`src/rtl/instr_queue_pkg.sv`:
```
// Shared types for the instruction queue.
//   IQ_DEPTH   : default entry count of the queue
//   word32_t   : one fetched instruction word
//   iq_entry_t : one stored queue entry (speculation flag, epoch tag, instruction)
package instr_queue_pkg;

  localparam int IQ_DEPTH = 8;

  typedef logic [31:0] word32_t;

  typedef struct packed {
    logic    spec;
    logic    epoch;
    word32_t instr;
  } iq_entry_t;

endpackage

```
`src/rtl/instr_queue.sv`:
```
// Circular instruction FIFO between fetch (writer) and decode/dispatch (reader).
// Holds instructions fetched past one unresolved predicted branch.
// When the branch resolves as mispredicted, those wrong-path entries are dropped
// from the tail.
// Ports:
//   clk_i, reset_i                      clock, asynchronous active-high reset
//   iq_write_i, instr_i                 fetch write strobe and instruction
//   issuing_branch_i                    the current write is a predicted branch
//   cond_eval_i, corr_pred_i            branch resolution and its outcome
//   iq_full_o                           queue holds DEPTH entries (stalls fetch)
//   deq_valid_o, deq_ready_i            head handshake toward dispatch
//   deq_instr_o                         head instruction (0 while empty)
//   count_o                             occupancy
module instr_queue
  import instr_queue_pkg::*;
#(
  parameter int DEPTH = IQ_DEPTH,
  parameter int PTR_W = $clog2(DEPTH),
  parameter int CNT_W = PTR_W + 1
) (
  input  logic             clk_i,
  input  logic             reset_i,
  input  logic             iq_write_i,
  input  logic [31:0]      instr_i,
  input  logic             issuing_branch_i,
  input  logic             cond_eval_i,
  input  logic             corr_pred_i,
  output logic             iq_full_o,
  output logic             deq_valid_o,
  input  logic             deq_ready_i,
  output logic [31:0]      deq_instr_o,
  output logic [CNT_W-1:0] count_o
);

  iq_entry_t        mem_q [DEPTH];

  logic [PTR_W-1:0] head_q, head_d;
  logic [PTR_W-1:0] tail_q, tail_d;
  logic [CNT_W-1:0] count_q, count_d;
  logic [CNT_W-1:0] spec_cnt_q, spec_cnt_d;
  logic             spec_active_q, spec_active_d;
  logic             epoch_q, epoch_d;

  iq_entry_t        head_entry;
  logic             full, empty;
  logic             head_spec;
  logic             resolve, squash;
  logic             deq_valid;
  logic             wr_en, rd_en, wr_spec;
  logic [CNT_W-1:0] squash_amt;

  always_comb begin
    head_entry = mem_q[head_q];
    full       = (count_q == CNT_W'(DEPTH));
    empty      = (count_q == '0);

    // Speculative entries always form the youngest spec_cnt entries, so the
    // head is speculative only when every queued entry is. This also guards
    // against the one-bit epoch aliasing after two correct resolutions while
    // an old entry is still queued.
    head_spec  = ~empty & head_entry.spec & (head_entry.epoch == epoch_q)
               & (count_q == spec_cnt_q);

    resolve    = cond_eval_i & spec_active_q;
    squash     = resolve & ~corr_pred_i;

    deq_valid  = ~empty & ~(squash & head_spec);
    rd_en      = deq_valid & deq_ready_i;
    wr_en      = iq_write_i & ~full;
    wr_spec    = wr_en & spec_active_q & ~cond_eval_i & ~issuing_branch_i;

    squash_amt = squash ? spec_cnt_q : '0;

    head_d     = head_q + PTR_W'(rd_en);
    // A full squash of DEPTH entries truncates to zero, leaving the tail in place.
    tail_d     = tail_q + PTR_W'(wr_en) - squash_amt[PTR_W-1:0];
    count_d    = count_q + CNT_W'(wr_en) - CNT_W'(rd_en) - squash_amt;

    if (resolve) begin
      spec_cnt_d = '0;
    end else begin
      spec_cnt_d = spec_cnt_q + CNT_W'(wr_spec) - CNT_W'(rd_en & head_spec);
    end

    spec_active_d = (wr_en & issuing_branch_i) | (spec_active_q & ~cond_eval_i);
    // Flipping the epoch retires every stored spec bit at once on a correct prediction.
    epoch_d       = epoch_q ^ (resolve & corr_pred_i);
  end

  always_ff @(posedge clk_i or posedge reset_i) begin
    if (reset_i) begin
      head_q        <= '0;
      tail_q        <= '0;
      count_q       <= '0;
      spec_cnt_q    <= '0;
      spec_active_q <= 1'b0;
      epoch_q       <= 1'b0;
    end else begin
      head_q        <= head_d;
      tail_q        <= tail_d;
      count_q       <= count_d;
      spec_cnt_q    <= spec_cnt_d;
      spec_active_q <= spec_active_d;
      epoch_q       <= epoch_d;
    end
  end

  // Storage is not reset; occupancy alone decides what is valid.
  always_ff @(posedge clk_i) begin
    if (wr_en) begin
      mem_q[tail_q] <= '{spec: wr_spec, epoch: epoch_q, instr: instr_i};
    end
  end

  assign iq_full_o   = full;
  assign deq_valid_o = deq_valid;
  assign deq_instr_o = empty ? '0 : head_entry.instr;
  assign count_o     = count_q;

  // Interface protocol expected from fetch and the branch ALU.
  a_no_write_on_squash : assert property (@(posedge clk_i) disable iff (reset_i)
    squash |-> !iq_write_i);
  a_one_branch : assert property (@(posedge clk_i) disable iff (reset_i)
    (iq_write_i && issuing_branch_i) |-> !(spec_active_q && !cond_eval_i));
  a_eval_when_spec : assert property (@(posedge clk_i) disable iff (reset_i)
    cond_eval_i |-> spec_active_q);

endmodule
```
`config.mk`:
```
export PLATFORM = sky130hd
export DESIGN_NAME = instr_queue
export DESIGN_NICKNAME = d
export VERILOG_FILES = /design/src/rtl/instr_queue_pkg.sv /design/src/rtl/instr_queue.sv
export SDC_FILE = /design/constraint.sdc
export NUM_CORES = 1
export LEC_CHECK = 0
export ABC_CLOCK_PERIOD_IN_PS = 5450
export BUFFER_PORTS_ARGS = -buffer_cell sky130_fd_sc_hd__buf_2
export CORE_MARGIN = 1.5
export CORE_UTILIZATION = 60
export CTS_CLUSTER_DIAMETER = 50
export CTS_CLUSTER_SIZE = 16
export DETAILED_ROUTE_END_ITERATION = 8
export HOLD_SLACK_MARGIN = 0.06
export PLACE_DENSITY_LB_ADDON = 0.2
export SLEW_MARGIN = 30
export SYNTH_ARGS = -nofsm -noshare
export SYNTH_HDL_FRONTEND = slang
export SYNTH_SLANG_ARGS = --single-unit
```
`constraint.sdc`:
```
create_clock -name clk_i -period 5.45 [get_ports clk_i]
set_clock_uncertainty 0.2 [all_clocks]
set_input_delay 1.09 -clock clk_i [delete_from_list [all_inputs] [get_ports clk_i]]
set_output_delay 1.09 -clock clk_i [all_outputs]
set_load 0.01 [all_outputs]
```
* Yosys cells after proc, flatten, opt, wreduce, memory -nomap -nowiden
Memories as Yosys holds them, arrays and structs flattened.
Index checks and enable logic that the tools add are counted.
** Cells by class
- Add/subtract/negate cells :: 8
- Mux-type cells :: 5
- Bitwise operators :: 24
- Reduce and logical (&&, ||, !) cells :: 1
- Equal/unequal tests :: 3
** Operators by type and width (count)
- 2-to-1 mux 32 bit :: 1
- bitwise AND 1 bit :: 16
- adder 4 x 1 -> 4 bit :: 2
- 2-to-1 mux 4 bit :: 2
- subtractor 4 x 1 -> 4 bit :: 2
- adder 3 x 1 -> 3 bit :: 2
- inverter 1 bit :: 6
- == test 4 bit :: 1
- == test 4 bit, second input constant :: 1
- zero test 4 bit :: 1
- subtractor 4 bit :: 1
- subtractor 3 bit :: 1
- 2-to-1 mux 1 bit :: 2
- == test 1 bit :: 1
- bitwise OR 1 bit :: 1
- bitwise XOR 1 bit :: 1
** Storage, ports and cells
- Input port bits :: 39
- Memories :: 1
- Logic and storage cells :: 48
- Output and inout port bits :: 38
- Memory bits (writable) :: 272
- Bits in registers :: 16
** Memories
- mem_q :: words 8, width 34, rd ports 1, clocked after Yosys merged registers in 0, write ports 1, RTL line instr_queue.sv:35 : iq_entry_t mem_q [DEPTH];

* Logic depth before layout (Yosys ltp)
Gate-level depths: netlist (run 1).
- Depth in word-level cells :: 12
- Mapped depth :: 13
- Depth with buffers taken out :: 12

* Least setup slack after synthesis (run 1)
No wires, ideal clock.
- Path kind :: input -> register
- Start :: input port iq_write_i
- End :: memory mem_q[0][0] in the netlist's numbering, enable pin
- Buffers on the path :: 1
- Cell stages on the path :: 3
- Arrival time :: 4544 ps
- Data required time :: 4740 ps
- Slack :: 196 ps
- Library setup time :: 510 ps
- Cell sequence :: nand2b_1 -> buf_2 -> nor4_1
** Between the ends
- Cells in the longest elaborated chain, start to end :: 3
** Ends and longest elaborated chain
- start: declaration :: RTL line instr_queue.sv:23 : input logic iq_write_i,
- bitwise AND 1 bit :: RTL line instr_queue.sv:69 : wr_en = iq_write_i & ~full;
- 2-to-1 mux 1 bit :: RTL line instr_queue.sv:110 : if (wr_en) begin
- 2-to-1 mux 1 bit (implied by the code) :: RTL line instr_queue.sv:111 : mem_q[tail_q] <= '{spec: wr_spec, epoch: epoch_q, instr: instr_i};
- end: declaration :: RTL line instr_queue.sv:35
No other way between the ends.

* Worst setup path after layout (run 1)
- Start :: register head_q[0]
- End :: output port deq_instr_o[18]
** Between the ends
- Cells in the longest elaborated chain, start to end :: 2
** Ends and longest elaborated chain
- start: declaration :: RTL line instr_queue.sv:37 : logic [PTR_W-1:0] head_q, head_d;
- start signal: assignment :: RTL line instr_queue.sv:92 : head_q <= '0;
- start signal: assignment :: RTL line instr_queue.sv:99 : head_q <= head_d;
- memory (8 x 34 bit)
- 2-to-1 mux 32 bit :: RTL line instr_queue.sv:117 : assign deq_instr_o = empty ? '0 : head_entry.instr;
- end: declaration :: RTL line instr_queue.sv:31 : output logic [31:0] deq_instr_o,
No other way between the ends.

==> results of run 1 <==
-- cell families (layout without fill, tap and decap cells) --
| kind of cell | after synthesis | count (layout) |
|---|---|---|
| and+or+nand+nor | 67 | 67 |
| buffers and inverters | 41 | 150 |
| AOI/OAI and AO/OA | 6 | 6 |
| DFF | 288 | 288 |
| xor gates and xnor gates | 17 | 17 |
| muxes | 106 | 106 |
| adders and majority gates | 17 | 17 |
-- registers in the layout, indices dropped and copies added (netlist names) --
name	flops
mem_q	272
head_q	3
spec_active_q	1
count_o	4
epoch_q	1
spec_cnt_q	4
tail_q	3
-- synthesized netlist by cell type (7+ instances only) --
master    instances  share of area (%)
edfxtp_1        272                 71
mux4_2           66                 13
mux2i_1          40                3.5
nor2_1           36                1.2
dfrtp_1          16                3.5
inv_1            16               0.52
ha_1             12                1.3
xnor2_1          12               0.92
buf_2            11               0.48
nand2_1           7               0.23
nor3_1            7               0.31
-- power groups by stage --
stage               registers [mW]  clock network [mW]  logic, mW
global route                  3.10                1.84       2.42
finish                        3.06                1.72       2.21
global placement              3.09                   0       2.21
detailed placement            3.11                   0       2.25
CTS                           3.07                1.76       2.26
floorplan                     2.99                   0       1.70
-- layout by cell type (no fill, tap or decap), types with 3 or more instances in the layout --
cell type | synthesis | routed
edfxtp_1 | 272 | 272
buf_2 | 11 | 76
mux4_2 | 66 | 66
mux2i_1 | 40 | 40
nor2_1 | 36 | 33
clkbuf_16 | 0 | 25
buf_4 | 0 | 17
inv_1 | 16 | 16
dfrtp_1 | 16 | 13
xnor2_1 | 12 | 12
ha_1 | 12 | 12
nand2_1 | 7 | 7
clkbuf_1 | 4 | 6
and2_1 | 5 | 5
nand2b_1 | 5 | 5
xor2_1 | 5 | 5
a21oi_1 | 5 | 5
fa_1 | 5 | 5
nor3_2 | 0 | 4
nor3_1 | 7 | 3
nor2_4 | 0 | 3
bufinv_16 | 0 | 3
-- worst max-delay path, delay by kind of cell, from the launching register on --
kind	cells	cell delay, ns
buffers and inverters	2	0.76
AND/OR/NAND/NOR	1	0.07
flip-flops	1	0.74
multiplexers	2	0.77
-- area by class of cell --
cell class              count  area (um^2)
flip-flops and latches    288         8580
fillers                  1185         5790
multi-input cells         213         2690
clock buffers              31          648
repair buffers             93          508
well taps                 234          293
clock inverters             9          138
inverters                  17         63.8
-- metrics by stage --
stage | hold WS [ns] | power (mW) | setup slack, ns | util, %
floorplan | 0.284 | 4.69 | 0.196 | -
global placement | 0.304 | 5.30 | 1.31 | 64.9
detailed placement | 0.318 | 5.36 | 1.27 | 64.9
CTS | 0.326 | 7.09 | 1.20 | 69.1
global route | 0.348 | 7.36 | 0.985 | 69.1
finish | 0.329 | 7.00 | 1.26 | 69.1
-- worst paths after layout --
path                                     from         endpoint  slack, ns  depth (start not counted)
worst max-delay path                head_q[0]  deq_instr_o[18]       1.26                          5
worst min-delay path            spec_active_q    spec_cnt_q[3]       0.33                          1
worst max register to register      head_q[0]       count_o[3]       1.31                         11
worst min register to register  spec_active_q    spec_cnt_q[3]       0.33                          1
min in group asynchronous             reset_i       count_o[1]       0.44                          2
max in group asynchronous             reset_i        head_q[0]       4.14                          2
-- per-layer routing --
metal | wire, um | GRT usage (%)
met5 | 0 | 0
met4 | 334 | 4.88
met3 | 1200 | 3.53
met2 | 10600 | 37.3
met1 | 8520 | 29.7
==> out/results.txt, run 1 <==
Status - complete, no violations
Drt via density - 6.00
Gr ovfl total - 0
Syn_nets - 598
Nets - 693
CTS Hold Bufs - 0
Worst Setup Start Kind - flop
DRC Markers - 0
PostCTS Resize Cnt - 0
Min Tclk post-route - 4.19 ns
Post-synthesis mux area share - 16.5%
Largest family of logic cells by synthesized area - multiplexers
Mapped Area - 11,500 um^2
Post-synth EDFFs - 272
Cell Int Power - 4.86 mW
Critical Path RT - 4.16 ns
Via count - 5,314
Ant diodes - 0
Comb pwr share - 31.6%
Dpl cell area - 12,100 um^2
Cts bufs inserted - 24
Tightest Pin Transition - 0.902 ns
Crit-path slowest cell - dfrtp_4
Vias in the first global route - 5,607
Skew-Pair Late Insertion Delay - 0.51 ns
ANT nets after route - 0
Post-synthesis sequential area ratio - 74.8%
Max Buffers Root-to-Sink - 3
Crit path arrival time - 2.90 ns
Post-Place Cells - 845
Share of cells above drive strength 1 - 31.6%
I/O Pins - 77
Area Growth Syn to Fin - 12.8%
Dpl hpwl - 11.7 mm
Root Driver - clkbuf_16
Fmax - 239 MHz
Setup crit end kind - primary output
Worst-path cell chain - buf_4, mux4_2, mux2i_1, nor2_1, buf_2
Starting density of the core - 61.2%
CP peak stage delay - 0.74 ns
Distinct cell type count after synthesis - 26
IO buf count - 76
Rel. slew slack - 39.7%
Async SR Flop Fraction - 5.56%
GRT Util Overall - 21.7%
Reg power frac - 43.8%
Clk pwr share - 24.6%
Clock slew at reported path FFs - 0.07 ns
Syn_area_per_cell - 21.1 um^2
Post-Route WL - 20.7 mm
Core Box Area - 18,700 um^2
Pin count of the biggest net entering global routing - 58
Yosys warns - 0
Mapped Cells - 542
Die X - 141 um
Initial antenna violation count - 0
Maxcap violations - 0
Post-layout instance count excluding filler cells - 885
Register bit count reported by yosys - 288
Xor and xnor area share after synthesis - 1.30%
Post-DR wirelength/cell - 23.4 um
Maximum vdd drop - 0.406 mV
Max-slew violations - 0
Leak - 4.49 nW
FP Rows - 50
Final Setup Violations - 0
Post-CTS Setup Inserts - 0
Hold Path Class - reg -> reg
CTS sink cnt - 288
Setup Crit Path Kind - reg -> out
Final Cell Area - 12,900 um^2
Gpl congestion - 0.792
Max H-tree Level - 1
Pwr per Cell Area - 542 nW/um^2
Die area - 19,900 um^2
Initial drt markers - 405
First-pass GRT wire length - 31.8 mm
Top_reg_cell synth - edfxtp_1
Synth Area in Compound Gates - 0.284%
Post-Synth Simple-Gate Area - 2.74%
P_sw - 2.14 mW
Critical-path maximum fanout - 27
Setup tns final - 0 ns
CTS tree - built
Pre-antenna DRT Iters - 4
Post-route clock period utilization - 76.9%
Die Y - 141 um
Sw Share - 30.6%
Final hold vios - 0
Adder-cell area share of the yosys netlist - 2.19%
RSZ-0062 raised after global routing - no
Note: power is estimated with default switching activity, not from simulation.
==> inputs of run 2 (changes only) <==
ABC_AREA = 1   (was not set)
ABC_CLOCK_PERIOD_IN_PS = 4300   (was 5450)
clock period = 4.3 ns   (was 5.45 ns; I/O delays follow)
==> run 2 against run 1 <==
Worst hold slack worse by 0.12 ns. Combinational power is 55% higher. Die area is 2.0% higher. Global-route usage is 2.2 points higher. Sequential share of layout area is 1.0 points lower. Via count is 36% higher. Routed wire length is 14% higher. Clock-buffer cell count is 1 lower. First-iteration DRC count is 31% higher. Highest routed layer is now met5.
==> out/results.txt, run 2 <==
Crit path arrival time - 3.03 ns (was 2.90 ns)
Crit-path slowest cell - dfrtp_4 (unchanged)
Core Box Area - 18,900 um^2 (was 18,700 um^2)
Final hold vios - 0 (unchanged)
CP bufs+invs - 4 (was 2)
Pin count of the biggest net entering global routing - 72 (was 58)
Syn_area_per_cell - 12.7 um^2 (was 21.1 um^2)
Mapped Cells - 921 (was 542)
Max-slew violations - 0 (unchanged)
Adder-cell area share of the yosys netlist - 2.14% (was 2.19%)
Worst-path cell chain - inv_4, buf_4, buf_6, o21ai_0, o22ai_1, nor2_1, nor2_1, buf_2 (was buf_4, mux4_2, mux2i_1, nor2_1, buf_2)
GRT Util Overall - 23.8% (was 21.7%)
Async SR Flop Fraction - 5.56% (unchanged)
Largest family of logic cells by synthesized area - compound AO/OA/AOI/OAI gates (was multiplexers)
Xor and xnor area share after synthesis - 0.824% (was 1.30%)
Initial drt markers - 531 (was 405)
ANT nets after route - 0 (unchanged)
Fmax - 244 MHz
CP peak stage delay - 0.57 ns (was 0.74 ns)
Post-DR wirelength/cell - 18.6 um (was 23.4 um)
Die Y - 143 um (was 141 um)
Max H-tree Level - 1 (unchanged)
Tightest Pin Transition - 0.732 ns (was 0.902 ns)
Drt via density - 5.69 (was 6.00)
Most flop-heavy register - mem_q (unchanged)
Rel. slew slack - 51.1% (was 39.7%)
Share of cells above drive strength 1 - 14.8% (was 31.6%)
IO buf count - 76 (unchanged)
Filler cell count - 1,363 (was 1,185)
Register bit count reported by yosys - 288 (unchanged)
Gr ovfl total - 0 (unchanged)
Min Tclk post-route - 4.09 ns
CTS sink cnt - 288 (unchanged)
Initial antenna violation count - 1 (was 0)
Synth Area in Compound Gates - 10.4% (was 0.284%)
Sw Share - 37.1% (was 30.6%)
Clk pwr share - 21.9% (was 24.6%)
Yosys warns - 0 (unchanged)
CP dominant cell by count - nor2_1
Post-Place Cells - 1,227 (was 845)
Post-synth EDFFs - 272 (unchanged)
Post-layout instance count excluding filler cells - 1,266 (was 885)
Worst Setup Start Kind - flop (unchanged)
Maxcap violations - 0 (unchanged)
Nets - 1,049 (was 693)
Met2 wire len - 11.4 mm (was 10.6 mm)
Cell Int Power - 5.78 mW (was 4.86 mW)
Cts bufs inserted - 24 (unchanged)
Max Used Layer - met5 (was met4)
First-pass GRT wire length - 36.4 mm (was 31.8 mm)
Top cell type's share of synthesized area - 69.9% (was 71.3%)
Post-CTS Setup Inserts - 0 (unchanged)
Critical Path RT - 3.24 ns (was 4.16 ns)
Setup crit end kind - primary output (unchanged)
Met3 routed WL - 1.41 mm (was 1.20 mm)
Die area - 20,300 um^2 (was 19,900 um^2)
Vias in the first global route - 6,897 (was 5,607)
Status - complete, no violations (unchanged)
CP delay by family, top - buffers and inverters (was multiplexers)
Area Growth Syn to Fin - 12.2% (was 12.8%)
Starting density of the core - 61.9% (was 61.2%)
Most frequent cells in the layout - edfxtp_1, nor2_1, o21ai_0 (was edfxtp_1, buf_2, mux4_2)
Maximum vdd drop - 0.390 mV (was 0.406 mV)
CTS Hold Bufs - 0 (unchanged)
I/O Pins - 77 (unchanged)
Root Driver - clkbuf_16 (unchanged)
Final Setup Violations - 0 (unchanged)
RSZ-0062 raised after global routing - no (unchanged)
CTS tree - built (unchanged)
Pwr per Cell Area - 701 nW/um^2 (was 542 nW/um^2)
Pre-antenna DRT Iters - 4 (unchanged)
Via count - 7,205 (was 5,314)
Commonest non-fill, non-tap cell in the layout - edfxtp_1 (unchanged)
Comb pwr share - 37.3% (was 31.6%)
DRC Markers - 0 (unchanged)
Max Buffers Root-to-Sink - 3 (unchanged)
Reg power frac - 40.8% (was 43.8%)
FP Rows - 50 (unchanged)
Clock slew at reported path FFs - 0.07 ns (about the same)
Max reg flops - 272 (unchanged)
Leak - 4.66 nW (was 4.49 nW)
Mapped Area - 11,700 um^2 (was 11,500 um^2)
Synth area leaders - edfxtp_1, nor2_1, o21ai_0 (was edfxtp_1, mux4_2, dfrtp_1)
Post-Route WL - 23.6 mm (was 20.7 mm)
Ant diodes - 0 (unchanged)
Syn_nets - 977 (was 598)
P_sw - 3.41 mW (was 2.14 mW)
Distinct cell type count after synthesis - 30 (was 26)
M1 WL - 10.2 mm (was 8.52 mm)
Post-Synth Simple-Gate Area - 9.45% (was 2.74%)
Most frequent cell after synthesis - edfxtp_1 (unchanged)
Dpl hpwl - 12.8 mm (was 11.7 mm)
Post-synthesis sequential area ratio - 73.3% (was 74.8%)
Critical-path maximum fanout - 71 (was 27)
Die X - 143 um (was 141 um)
Yosys top cell by area - edfxtp_1 (unchanged)
Post-synthesis mux area share - 0% (was 16.5%)
Skew-Pair Late Insertion Delay - 0.52 ns (was 0.51 ns)
Hold Path Class - in -> async (was reg -> reg)
Setup Crit Path Kind - reg -> out (unchanged)
Post-route clock period utilization - 95.1%
Setup tns final - 0 ns (unchanged)
Gpl congestion - 0.835 (was 0.792)
Top_reg_cell synth - edfxtp_1 (unchanged)
Synth cell count leaders - edfxtp_1, nor2_1, o21ai_0 (was edfxtp_1, mux4_2, mux2i_1)
[run 2: cells by family (layout without fill, tap and decap cells)]
logic type	after synthesis	after routing
simple gates	280	280
fa+ha+maj	17	17
buf+inv	97	182
flops	288	288
xor+xnor	11	11
compound gates	228	228
[run 2: path summary, 6_finish.rpt]
| check | cells past startpoint | slack [ns] | start | to |
|---|---|---|---|---|
| max in group asynchronous | 2 | 3.22 | reset_i | head_q[0] |
| hold reg to reg | 1 | 0.34 | tail_q[0] | tail_q[0] |
| setup reg to reg | 18 | 0.47 | head_q[0] | count_o[3] |
| min in group clk_i | 1 | 0.34 | tail_q[0] | tail_q[0] |
| setup / recovery | 8 | 0.21 | head_q[0] | deq_instr_o[4] |
| hold / removal | 2 | 0.21 | reset_i | spec_cnt_q[3] |
[run 2: repair_timing]
| item | CTS | global route |
|---|---|---|
| resized for setup | 0 | 1 |
| endpoints found under the setup margin | 0 | 14 |
| endpoints found under the hold margin | 0 | 0 |
[run 2: worst reg2reg max path, delay by kind of cell, from the launching register on]
family	cells	cell delay [ns]
DFF	1	0.57
adders and majority gates	4	1.55
and+or+nand+nor	9	0.74
buffers and inverters	2	0.21
xor gates and xnor gates	3	0.48
[run 2: cell type report]
| type | instances | area [um^2] | share of cell area, % |
|---|---|---|---|
| Timing Repair Buffer | 99 | 607 | 4.63 |
| Inverter | 44 | 168 | 1.28 |
| Multi-Input combinational cell | 536 | 2730 | 20.8 |
| Tap cell | 260 | 325 | 2.48 |
| Sequential cell | 288 | 8570 | 65.4 |
| Clock inverter | 9 | 62.6 | 0.477 |
| Clock buffer | 30 | 644 | 4.91 |
[run 2: power by group through the flow]
stage / clock, mW / sequential, mW / combinational (mW)
after detailed placement: 0 / 3.80 / 3.42
after global routing: 2.14 / 3.79 / 3.81
after CTS: 2.04 / 3.75 / 3.44
final: 2.01 / 3.75 / 3.43
after global placement: 0 / 3.79 / 3.34
after floorplan: 0 / 3.76 / 2.36
[run 2: stage by stage]
step                setup WS [ns]  total power, mW  util [%]  hold slack (ns)  instance area, um^2
global placement            0.418             7.14      65.6            0.307                12400
CTS                        0.0550             9.22      69.4            0.233                13100
global route               0.0116             9.74      69.4            0.284                13100
floorplan                   0.597             6.12         -            0.293                11700
detailed placement          0.314             7.22      65.6            0.317                12400
finish                      0.209             9.19      69.4            0.212                13100
[run 2: per-layer routing]
layer | vias up | track usage, %
li1 | 3440 | -
met1 | 3493 | 33.0
met2 | 230 | 39.5
met3 | 40 | 3.23
met4 | 2 | 8.19
met5 | - | 0
==> inputs of run 3 (changes only) <==
PLACE_DENSITY = 0.84   (was not set)
PLACE_DENSITY_LB_ADDON = not set   (was 0.2)
RECOVER_POWER = 25   (was not set)
==> run 3 against run 2 <==
Die area did not move. Utilization rose by 0.066 points. Clock power rose by 6%. Combinational power barely moved. Register-to-register slack got worse by 0.17 ns. Sequential power rose by 2%.
==> out/results.txt, run 3 (same netlist as run 2, synthesis figures left out) <==
Worst-path cell chain - inv_4, nand2_1, nand3_1, nand2_1, nand2_1, nand2_1, nor2_2, nand4_1, nand2_1, nor2_1, fa_1, fa_1, inv_1, ha_1, fa_1, xnor2_1, xnor2_1, xor2_1 (was inv_4, buf_4, buf_6, o21ai_0, o22ai_1, nor2_1, nor2_1, buf_2)
Hold Path Class - in -> async (unchanged)
Pre-antenna DRT Iters - 7 (was 4)
Met2 Use GR - 42.3% (was 39.5%)
GR peak layer - met2 (unchanged)
Min Tclk post-route - 4.00 ns (was 4.09 ns)
CTS sink cnt - 288 (unchanged)
Drt via density - 5.92 (was 5.69)
Via count - 7,554 (was 7,205)
Nets - 1,053 (was 1,049)
Crit-path slowest cell - dfrtp_4 (unchanged)
Util after Layout - 69.5% (was 69.4%)
Maximum vdd drop - 0.393 mV (was 0.390 mV)
Final Setup Violations - 0 (unchanged)
Setup crit end kind - flop (was primary output)
GR Util met3 - 4.17% (was 3.23%)
Setup Crit Path Kind - reg -> reg (was reg -> out)
Max Buffers Root-to-Sink - 3 (unchanged)
Vias in the first global route - 7,659 (was 6,897)
Initial antenna violation count - 1 (unchanged)
Pwr per Cell Area - 712 nW/um^2 (was 701 nW/um^2)
Initial drt markers - 708 (was 531)
Final hold slack - 0.213 ns (was 0.212 ns)
First-pass GRT wire length - 39.0 mm (was 36.4 mm)
Max H-tree Level - 1 (unchanged)
Core Box Area - 18,900 um^2 (unchanged)
CP bufs+invs - 2 (was 4)
Most flop-heavy register - mem_q (unchanged)
Critical Path RT - 4.55 ns (was 3.24 ns)
Area Growth Syn to Fin - 12.3% (was 12.2%)
Pin count of the biggest net entering global routing - 75 (was 72)
Crit path arrival time - 4.25 ns (was 3.03 ns)
Cts bufs inserted - 25 (was 24)
Starting density of the core - 61.9% (unchanged)
Max-slew violations - 0 (unchanged)
Die X - 143 um (unchanged)
Final hold vios - 0 (unchanged)
Rel. slew slack - 51.4% (was 51.1%)
CP dominant cell by count - nand2_1 (was nor2_1)
Gr ovfl total - 0 (unchanged)
Status - complete, no violations (unchanged)
I/O Pins - 77 (unchanged)
Post-Route WL - 25.0 mm (was 23.6 mm)
CP peak stage delay - 0.61 ns (was 0.57 ns)
Commonest non-fill, non-tap cell in the layout - edfxtp_1 (unchanged)
Post-Place Cells - 1,230 (was 1,227)
Maxcap violations - 0 (unchanged)
Share of cells above drive strength 1 - 13.1% (was 14.8%)
Die Y - 143 um (unchanged)
Die area - 20,300 um^2 (unchanged)
CTS Hold Bufs - 0 (unchanged)
Gpl congestion - 0.845 (was 0.835)
Post-route clock period utilization - 93.0% (was 95.1%)
CTS tree - built (unchanged)
IO buf count - 76 (unchanged)
GRT Util Overall - 25.2% (was 23.8%)
Dpl hpwl - 13.8 mm (was 12.8 mm)
Post-layout instance count excluding filler cells - 1,276 (was 1,266)
FP Rows - 50 (unchanged)
PostCTS Resize Cnt - 0 (unchanged)
Met1 usage - 32.7% (was 33.0%)
Max reg flops - 272 (unchanged)
Reg2Reg Setup Slack - 0.30 ns (was 0.47 ns)
Worst R2R Path Depth - 18 (unchanged)
DRC Markers - 0 (unchanged)
Root Driver - clkbuf_16 (unchanged)
Fmax - 250 MHz (was 244 MHz)
Post-DR wirelength/cell - 19.6 um (was 18.6 um)
CP delay by family, top - adder cells (was buffers and inverters)
Critical-path maximum fanout - 33 (was 71)
Worst Setup Start Kind - flop (unchanged)
Skew-Pair Late Insertion Delay - 0.52 ns (about the same)
Post-CTS Setup Inserts - 0 (unchanged)
Crit. path cell count - 18 (was 8)
Leak - 4.62 nW (was 4.66 nW)
Tightest Pin Transition - 0.729 ns (was 0.732 ns)
Most frequent cells in the layout - edfxtp_1, nor2_1, o21ai_0 (unchanged)
Clock slew at reported path FFs - 0.06 ns (was 0.07 ns)
Setup tns final - 0 ns (unchanged)
ANT nets after route - 0 (unchanged)
RSZ-0062 raised after global routing - no (unchanged)
run 3: changes by cell type in the layout (fill, tap and decap cells not counted), sizes merged:
cell	previous run	this run
clkinvlp	1	3
buf	99	79
inv	48	47
clkinv	4	2
diode	0	1
clkbuf	30	60
run 3: worst paths after layout:
path / start / end
setup / recovery: head_q[0] / count_o[3]
hold / removal: reset_i / spec_cnt_q[3]
setup reg to reg: head_q[0] / count_o[3]
hold reg to reg: tail_q[0] / tail_q[0]
max in group asynchronous: reset_i / head_q[0]
min in group clk_i: tail_q[0] / tail_q[0]
run 3: final cells by class:
type	count	area (um^2)
fill	1258	5770
clock inverter	8	76.3
sequential	288	8570
clock buffer	37	701
inverter	44	168
antenna	1	2.50
timing repair buffer	102	547
multi-input combinational	536	2730
tap	260	325
run 3: worst reg2reg max path, cell delays in order (launching register included):
cell and delay [ns]:
dfrtp_4 0.61, inv_4 0.30, nand2_1 0.11, nand3_1 0.09, nand2_1 0.06, nand2_1 0.05
nand2_1 0.07, nor2_2 0.09, nand4_1 0.08, nand2_1 0.09, nor2_1 0.09, fa_1 0.42
fa_1 0.52, inv_1 0.04, ha_1 0.20, fa_1 0.44, xnor2_1 0.15, xnor2_1 0.18
xor2_1 0.15
run 3: stage by stage:
stage | power (mW) | cell area [um^2] | setup slack (ns)
2_1_floorplan | 6.12 | 11700 | 0.597
3_3_place_gp | 7.10 | 12400 | 0.427
3_5_place_dp | 7.22 | 12400 | 0.314
4_1_cts | 9.35 | 13200 | 0.294
5_1_grt | 9.87 | 13100 | 0.0273
6_report | 9.34 | 13100 | 0.300
run 3: layer usage:
metal,vias up,share of wire (%)
met4,0,3.1
met1,3590,38
met3,70,9.3
met5,-,0
li1,3455,-
met2,439,49
run 3: power breakdown:
| part | internal [mW] | switching [mW] |
|---|---|---|
| Clock | 1.15 | 0.981 |
| Combinational | 1.12 | 2.28 |
| Sequential | 3.57 | 0.235 |
| Total | 5.84 | 3.50 |
